**src/rtl/capture_readback_pkg.sv**
```systemverilog
// Shared definitions for the capture buffer read-side engine: buffer depth,
// length width and FSM state encodings.
package capture_readback_pkg;

  localparam int CAP_DEPTH = 65536;
  localparam int CAP_LEN_W = 17;

  localparam logic [1:0] ST_IDLE   = 2'd0;
  localparam logic [1:0] ST_REWIND = 2'd1;
  localparam logic [1:0] ST_FETCH  = 2'd2;
  localparam logic [1:0] ST_DRAIN  = 2'd3;

endpackage

```
**src/rtl/cap_bit_packer.sv**
```systemverilog
// Serial-to-parallel bit packer with a valid/ready output holding register.
// Bits enter MSB-first; a completed (or final, left-justified) word moves
// straight to the output register when it is free, otherwise it parks in the
// packer until the host takes the current word.
module cap_bit_packer
  import capture_readback_pkg::*;
#(
  parameter  int WORD_W = 8,
  localparam int CNT_W  = $clog2(WORD_W + 1)
) (
  input  logic              clk,
  input  logic              rst_n,
  input  logic              flush,
  input  logic              bit_in,
  input  logic              bit_vld,
  input  logic              bit_last,
  output logic [CNT_W-1:0]  fill_next,
  output logic [WORD_W-1:0] out_data,
  output logic              out_valid,
  input  logic              out_ready,
  output logic              out_last
);

  logic [WORD_W-1:0] sh, sh_n, shifted, justified, load_data;
  logic [CNT_W-1:0]  cnt, cnt_n, shamt;
  logic              pend, pend_n, pend_last, pend_last_n;
  logic              load, load_last, out_free, complete;

  // Next-state of the packer and the word (if any) handed to the output register
  always_comb begin
    out_free    = !out_valid || out_ready;
    shifted     = {sh[WORD_W-2:0], bit_in};
    shamt       = CNT_W'(WORD_W - 1) - cnt;
    justified   = shifted << shamt;
    complete    = bit_vld && (bit_last || (cnt == CNT_W'(WORD_W - 1)));
    sh_n        = sh;
    cnt_n       = cnt;
    pend_n      = pend;
    pend_last_n = pend_last;
    load        = 1'b0;
    load_data   = sh;
    load_last   = pend_last;
    if (pend) begin
      // A parked word already holds WORD_W bits' worth of room; nothing else is in flight.
      if (out_free) begin
        load   = 1'b1;
        pend_n = 1'b0;
        cnt_n  = '0;
        sh_n   = '0;
      end
    end else if (bit_vld) begin
      if (complete) begin
        if (out_free) begin
          load      = 1'b1;
          load_data = justified;
          load_last = bit_last;
          cnt_n     = '0;
          sh_n      = '0;
        end else begin
          pend_n      = 1'b1;
          pend_last_n = bit_last;
          sh_n        = justified;
          cnt_n       = CNT_W'(WORD_W);
        end
      end else begin
        sh_n  = shifted;
        cnt_n = cnt + CNT_W'(1);
      end
    end
  end

  // Occupancy after this cycle, used upstream to gate new reads
  assign fill_next = cnt_n;

  // Packer state and output holding register
  always_ff @(posedge clk) begin
    if (!rst_n || flush) begin
      sh        <= '0;
      cnt       <= '0;
      pend      <= 1'b0;
      pend_last <= 1'b0;
      out_data  <= '0;
      out_valid <= 1'b0;
      out_last  <= 1'b0;
    end else begin
      sh        <= sh_n;
      cnt       <= cnt_n;
      pend      <= pend_n;
      pend_last <= pend_last_n;
      if (load) begin
        out_data  <= load_data;
        out_last  <= load_last;
        out_valid <= 1'b1;
      end else if (out_ready) begin
        out_valid <= 1'b0;
      end
    end
  end

endmodule

```
**src/rtl/capture_readback.sv**
```systemverilog
// Read-side engine for the 64K x 1 ADC capture buffer: rewinds the buffer,
// issues LEN single-bit reads and streams them out packed MSB-first.
module capture_readback
  import capture_readback_pkg::*;
#(
  parameter int WORD_W = 8,
  parameter int RD_LAT = 1,
  parameter int LEN_W  = CAP_LEN_W
) (
  input  logic              rdclk,
  input  logic              rst_n,
  input  logic              start,
  input  logic [LEN_W-1:0]  len,
  input  logic              abort,
  output logic              busy,
  output logic              done,
  output logic              rd_rewind,
  output logic              rd_en,
  input  logic              rd_data,
  output logic [WORD_W-1:0] out_data,
  output logic              out_valid,
  input  logic              out_ready,
  output logic              out_last
);

  localparam int CNT_W = $clog2(WORD_W + 1);

  logic [1:0]       state;
  logic [LEN_W-1:0] remaining;
  logic [RD_LAT-1:0] vld_pipe, lst_pipe;
  logic [CNT_W-1:0] fill_next;
  logic             tap_vld, tap_last, fetch_room, last_accept;
  int               occ;

  // Requests longer than the buffer read the whole buffer once
  function automatic logic [LEN_W-1:0] clamp_len(input logic [LEN_W-1:0] l);
    if (l > LEN_W'(CAP_DEPTH)) return LEN_W'(CAP_DEPTH);
    return l;
  endfunction

  assign tap_vld     = vld_pipe[RD_LAT-1];
  assign tap_last    = lst_pipe[RD_LAT-1];
  assign busy        = (state != ST_IDLE);
  assign rd_rewind   = (state == ST_REWIND);
  assign last_accept = out_valid && out_ready && out_last;

  // Bits the packer will hold next cycle plus reads still travelling after this cycle
  always_comb begin
    occ = int'(fill_next);
    for (int i = 0; i < RD_LAT - 1; i++) begin
      occ = occ + (vld_pipe[i] ? 1 : 0);
    end
    fetch_room = (occ < WORD_W);
  end

  assign rd_en = (state == ST_FETCH) && (remaining != '0) && fetch_room && !abort;

  // Control FSM, read counter and read-latency valid/last pipe
  always_ff @(posedge rdclk) begin
    if (!rst_n || abort) begin
      state     <= ST_IDLE;
      remaining <= '0;
      done      <= 1'b0;
      vld_pipe  <= '0;
      lst_pipe  <= '0;
    end else begin
      done        <= 1'b0;
      vld_pipe[0] <= rd_en;
      lst_pipe[0] <= rd_en && (remaining == LEN_W'(1));
      for (int i = 1; i < RD_LAT; i++) begin
        vld_pipe[i] <= vld_pipe[i-1];
        lst_pipe[i] <= lst_pipe[i-1];
      end
      if (rd_en) remaining <= remaining - LEN_W'(1);
      case (state)
        ST_IDLE: begin
          if (start) begin
            if (len == '0) begin
              done <= 1'b1;
            end else begin
              remaining <= clamp_len(len);
              state     <= ST_REWIND;
            end
          end
        end
        ST_REWIND: state <= ST_FETCH;
        ST_FETCH:  if (rd_en && (remaining == LEN_W'(1))) state <= ST_DRAIN;
        ST_DRAIN: begin
          if (last_accept) begin
            state <= ST_IDLE;
            done  <= 1'b1;
          end
        end
        default:   state <= ST_IDLE;
      endcase
    end
  end

  cap_bit_packer #(.WORD_W(WORD_W)) u_packer (
    .clk       (rdclk),
    .rst_n     (rst_n),
    .flush     (abort),
    .bit_in    (rd_data),
    .bit_vld   (tap_vld),
    .bit_last  (tap_last),
    .fill_next (fill_next),
    .out_data  (out_data),
    .out_valid (out_valid),
    .out_ready (out_ready),
    .out_last  (out_last)
  );

endmodule
```
**config.mk**
```make
export PLATFORM = sky130hd
export DESIGN_NAME = capture_readback
export DESIGN_NICKNAME = d
export VERILOG_FILES = /design/src/rtl/capture_readback_pkg.sv /design/src/rtl/cap_bit_packer.sv /design/src/rtl/capture_readback.sv
export SDC_FILE = /design/constraint.sdc
export NUM_CORES = 1
export LEC_CHECK = 0
export CAP_MARGIN = 30
export CELL_PAD_IN_SITES_DETAIL_PLACEMENT = 0
export CELL_PAD_IN_SITES_GLOBAL_PLACEMENT = 1
export CORE_MARGIN = 2
export CORE_UTILIZATION = 45
export DETAILED_ROUTE_END_ITERATION = 10
export PLACE_DENSITY_LB_ADDON = 0.25
export SLEW_MARGIN = 20
export SYNTH_ARGS = -nofsm -noshare
export SYNTH_HDL_FRONTEND = slang
export SYNTH_HIERARCHICAL = 1
export SYNTH_SLANG_ARGS = --single-unit
```
**constraint.sdc**
```tcl
create_clock -name rdclk -period 7.71 [get_ports rdclk]
set_clock_uncertainty 0.1 [all_clocks]
set_input_delay 1.1565 -clock rdclk [delete_from_list [all_inputs] [get_ports rdclk]]
set_output_delay 1.1565 -clock rdclk [all_outputs]
set_load 0.05 [all_outputs]
```
==> tab_implementation.tex <==
\begin{tabular}{lr}
\hline
Metric & Value \\
\hline
\multicolumn{2}{l}{\textbf{Clock network}} \\
\quad Cell at the root of the clock tree & sky130\_fd\_sc\_hd\_\_clkbuf\_8 \\
\quad Worst skew pair latency & 0.30 ns \\
\quad Clock-pin slew of the registers on the worst-case setup and hold paths & about 0.09 ns \\
\quad CTS tree & built \\
\quad Number of buffers inserted during clock tree synthesis & 5 \\
\quad Number of gates resized after cts & 0 \\
\quad Count of buffers added by post-CTS timing repair for setup & 0 \\
\quad Number of buffers inserted for hold repair after clock tree synthesis & 0 \\
\quad H-tree depth & 2 \\
\quad Num Clock Sinks & between 40 and 50 \\
\quad Worst-case clock buffer depth & 2 \\
\multicolumn{2}{l}{\textbf{Critical path}} \\
\quad Required arrival time at the worst endpoint & 6.45 ns \\
\quad Worst-path cell chain & clkdlybuf4s50\_1 -> nand2b\_1 -> nand2\_1 -> o211ai\_1 -> nand2\_1 -> nor3b\_1 -> a21boi\_2 -> clkdlybuf4s50\_1 \\
\quad Setup CP Type & in -> out \\
\quad Highest fanout seen on the critical path & 15 \\
\quad Critical path arrival & 4.35 ns \\
\quad CP Capture Type & output pin \\
\quad Type of origin of the critical path & input port \\
\quad Reg2reg path depth & 9 \\
\quad Highest-delay cell along the critical path & sky130\_fd\_sc\_hd\_\_clkdlybuf4s50\_1 \\
\quad Crit-path max cell delay & 0.83 ns \\
\multicolumn{2}{l}{\textbf{Routing}} \\
\quad 1st-iter DRT viols & 164 \\
\quad Wirelength, routed & around 7500 µm \\
\quad DR WL/cell & 17.1 µm \\
\quad Detailed-route via count & 2,693 \\
\quad 1st-pass router iterations & 4 \\
\quad Total DRC errors in the routed layout & 0 \\
\quad Drt via density & 6.19 \\
\quad Detail Route Antenna Nets & 0 \\
\multicolumn{2}{l}{\textbf{Logic synthesis}} \\
\quad Post-synth net total & between 300 and 400 \\
\quad Post-synthesis cell count & 329 \\
\quad Synthesized area per cell & around 9 µm² \\
\quad Number of warnings reported in the yosys synthesis log & 6 \\
\quad Cell area after synthesis & between 2000 and 3000 µm² \\
\multicolumn{2}{l}{\textbf{Layout}} \\
\quad Total Nets Final & 388 \\
\quad Post-layout instance count excluding filler cells & around 440 \\
\quad Area growth, synth to finish & 16.3\% \\
\quad Proportion of layout cells with a drive suffix above 1 & 9.22\% \\
\quad Number of diodes added for antenna fixing & 0 \\
\quad Finished Cell Area & 3360 µm² \\
\quad Fraction of the core area covered by cells at the end of the flow & 53.6\% \\
\multicolumn{2}{l}{\textbf{Place}} \\
\quad Cell area after placement & 3260 µm² \\
\quad Count of input and output buffers & 36 \\
\quad Cell Count Post-Placement & roughly 430 \\
\quad Worst slack, placed & 2.11 ns \\
\quad HPWL Detailed & 5610 µm \\
\quad Weighted congestion at the end of routability-driven global placement & roughly 0.86 \\
\multicolumn{2}{l}{\textbf{Global route}} \\
\quad Maximum number of pins on one net before global-route repair & 17 \\
\quad Overall fraction of global-route tracks in use & 21.6\% \\
\quad Global-route wire length before repair & 12,400 µm \\
\quad Initial antenna violation count & 0 \\
\quad Total grt overflow & 0 \\
\quad Number of global-route vias before repair & 2,547 \\
\multicolumn{2}{l}{\textbf{Power and ir drop}} \\
\quad Pwr Total & between 0.4 and 0.5 mW \\
\quad Maximum resistive drop on vdd & between 0.08 and 0.09 mV \\
\quad Lkg Pwr & between 1 and 1.5 nW \\
\quad Pwr Density & 138 nW/µm² \\
\multicolumn{2}{l}{\textbf{Run status}} \\
\quad Result of the run & finished, final reports clean \\
\multicolumn{2}{l}{\textbf{STA}} \\
\quad Number of pins exceeding their max-slew limit in the final report & 0 \\
\quad Smallest hold slack & about 0.37 ns \\
\quad Setup TNS Final & 0 ns \\
\quad Hold violation total from the final report & 0 \\
\quad Transition time at the pin with the least slew margin & 0.879 ns \\
\quad Setup repair after global routing missed its margin & no \\
\quad Total of endpoints with negative setup slack in the final report & 0 \\
\quad Tmin final & 5.61 ns \\
\quad Peak clock frequency supported by timing & 178 MHz \\
\quad Minimum setup slack in the final design & 2.10 ns \\
\quad Relative slew slack & approximately 41\% \\
\quad Post-route clock period utilization & around 73\% \\
\multicolumn{2}{l}{\textbf{Die}} \\
\quad Horizontal extent of the die & 84.2 µm \\
\quad Number of primary I/O pins & 37 \\
\quad Area of the core region & 6280 µm² \\
\quad Overall die area & slightly above 7000 µm² \\
\quad Die height & 84.2 µm \\
\quad Number of placement rows & 29 \\
\quad Initial core utilization & 46.1\% \\
\multicolumn{2}{l}{\textbf{Flow run}} \\
\quad Number of maximum-capacitance constraint violations & 0 \\
\multicolumn{2}{l}{\textbf{Min path}} \\
\quad Class of the tightest hold or removal check & reg -> reg \\
\quad Hold depth & 2 \\
\hline
\end{tabular}
-- sequential cells by signal (all words and copies together) (netlist names), 2 cells and up --
name,count
u_packer/out_data,8
u_packer/cnt,4
state,2
remaining,17
u_packer/sh,8
-- path summary, 6_finish.rpt --
path,to,slack [ns],start
setup / recovery,rd_en,2.10,out_ready
hold / removal,u_packer/out_data[1]$_SDFFE_PP0P_,0.37,u_packer/out_data[1]$_SDFFE_PP0P_
setup reg to reg,remaining[13]$_SDFF_PP0_,4.86,u_packer/out_valid$_SDFFE_PP0P_
hold reg to reg,u_packer/out_data[1]$_SDFFE_PP0P_,0.37,u_packer/out_data[1]$_SDFFE_PP0P_
-- cell usage in the layout (no fill, tap or decap), types with 3 or more instances in the layout --
master / instances
sky130_fd_sc_hd__nor4_2: 3
sky130_fd_sc_hd__xnor2_1: 3
sky130_fd_sc_hd__mux2i_1: 7
sky130_fd_sc_hd__nor4_1: 6
sky130_fd_sc_hd__nor3_1: 6
sky130_fd_sc_hd__o21ai_0: 13
sky130_fd_sc_hd__a31oi_1: 3
sky130_fd_sc_hd__a32oi_1: 6
sky130_fd_sc_hd__nand3b_1: 4
sky130_fd_sc_hd__o31ai_1: 3
sky130_fd_sc_hd__nand4_1: 7
sky130_fd_sc_hd__o221ai_1: 3
sky130_fd_sc_hd__and2_1: 5
sky130_fd_sc_hd__nand2_1: 24
sky130_fd_sc_hd__dfxtp_1: 46
sky130_fd_sc_hd__inv_1: 11
sky130_fd_sc_hd__ha_1: 8
sky130_fd_sc_hd__o21a_1: 3
sky130_fd_sc_hd__nand3_1: 13
sky130_fd_sc_hd__a21oi_1: 24
sky130_fd_sc_hd__nand2b_1: 6
sky130_fd_sc_hd__xor2_1: 4
sky130_fd_sc_hd__clkdlybuf4s50_1: 36
sky130_fd_sc_hd__nor3b_1: 3
sky130_fd_sc_hd__a211oi_1: 5
sky130_fd_sc_hd__nor2_1: 21
sky130_fd_sc_hd__o211ai_1: 5
sky130_fd_sc_hd__clkbuf_8: 6
sky130_fd_sc_hd__or3_1: 4
sky130_fd_sc_hd__o2bb2ai_1: 7
sky130_fd_sc_hd__o22ai_1: 4
sky130_fd_sc_hd__nor2b_1: 8
-- worst max-delay path, delay by kind of cell --
kind | cells | cell delay [ns]
buffers and inverters | 2 | 1.34
AO/OA/AOI/OAI | 2 | 0.55
AND/OR/NAND/NOR | 4 | 1.30
-- final cells by class --
type                            count  area [µm²]
Clock buffer                        6        82.6
Fill cell                         601        2910
Multi-Input combinational cell    255        1830
Timing Repair Buffer               38         375
Sequential cell                    46         921
Tap cell                           77        96.3
Inverter                           11        41.3
Clock inverter                      2        12.5
-- report_power, final --
part	leakage (nW)	total (mW)	switching (mW)	internal (mW)
clock network	0.0472	0.157	0.0850	0.0722
logic	0.692	0.0623	0.0352	0.0271
registers	0.371	0.244	0.00382	0.240
-- routing by layer --
layer | share of wire [%] | vias up | wire length (µm) | track usage (%)
met5 | 0 | - | 0 | 0
met4 | 3.0 | 0 | 226 | 9.09
met3 | 4.4 | 18 | 325 | 3.74
met2 | 51 | 78 | 3770 | 38.7
met1 | 42 | 1274 | 3130 | 25.3
li1 | - | 1323 | - | -
(Power assumes the default switching activity.)
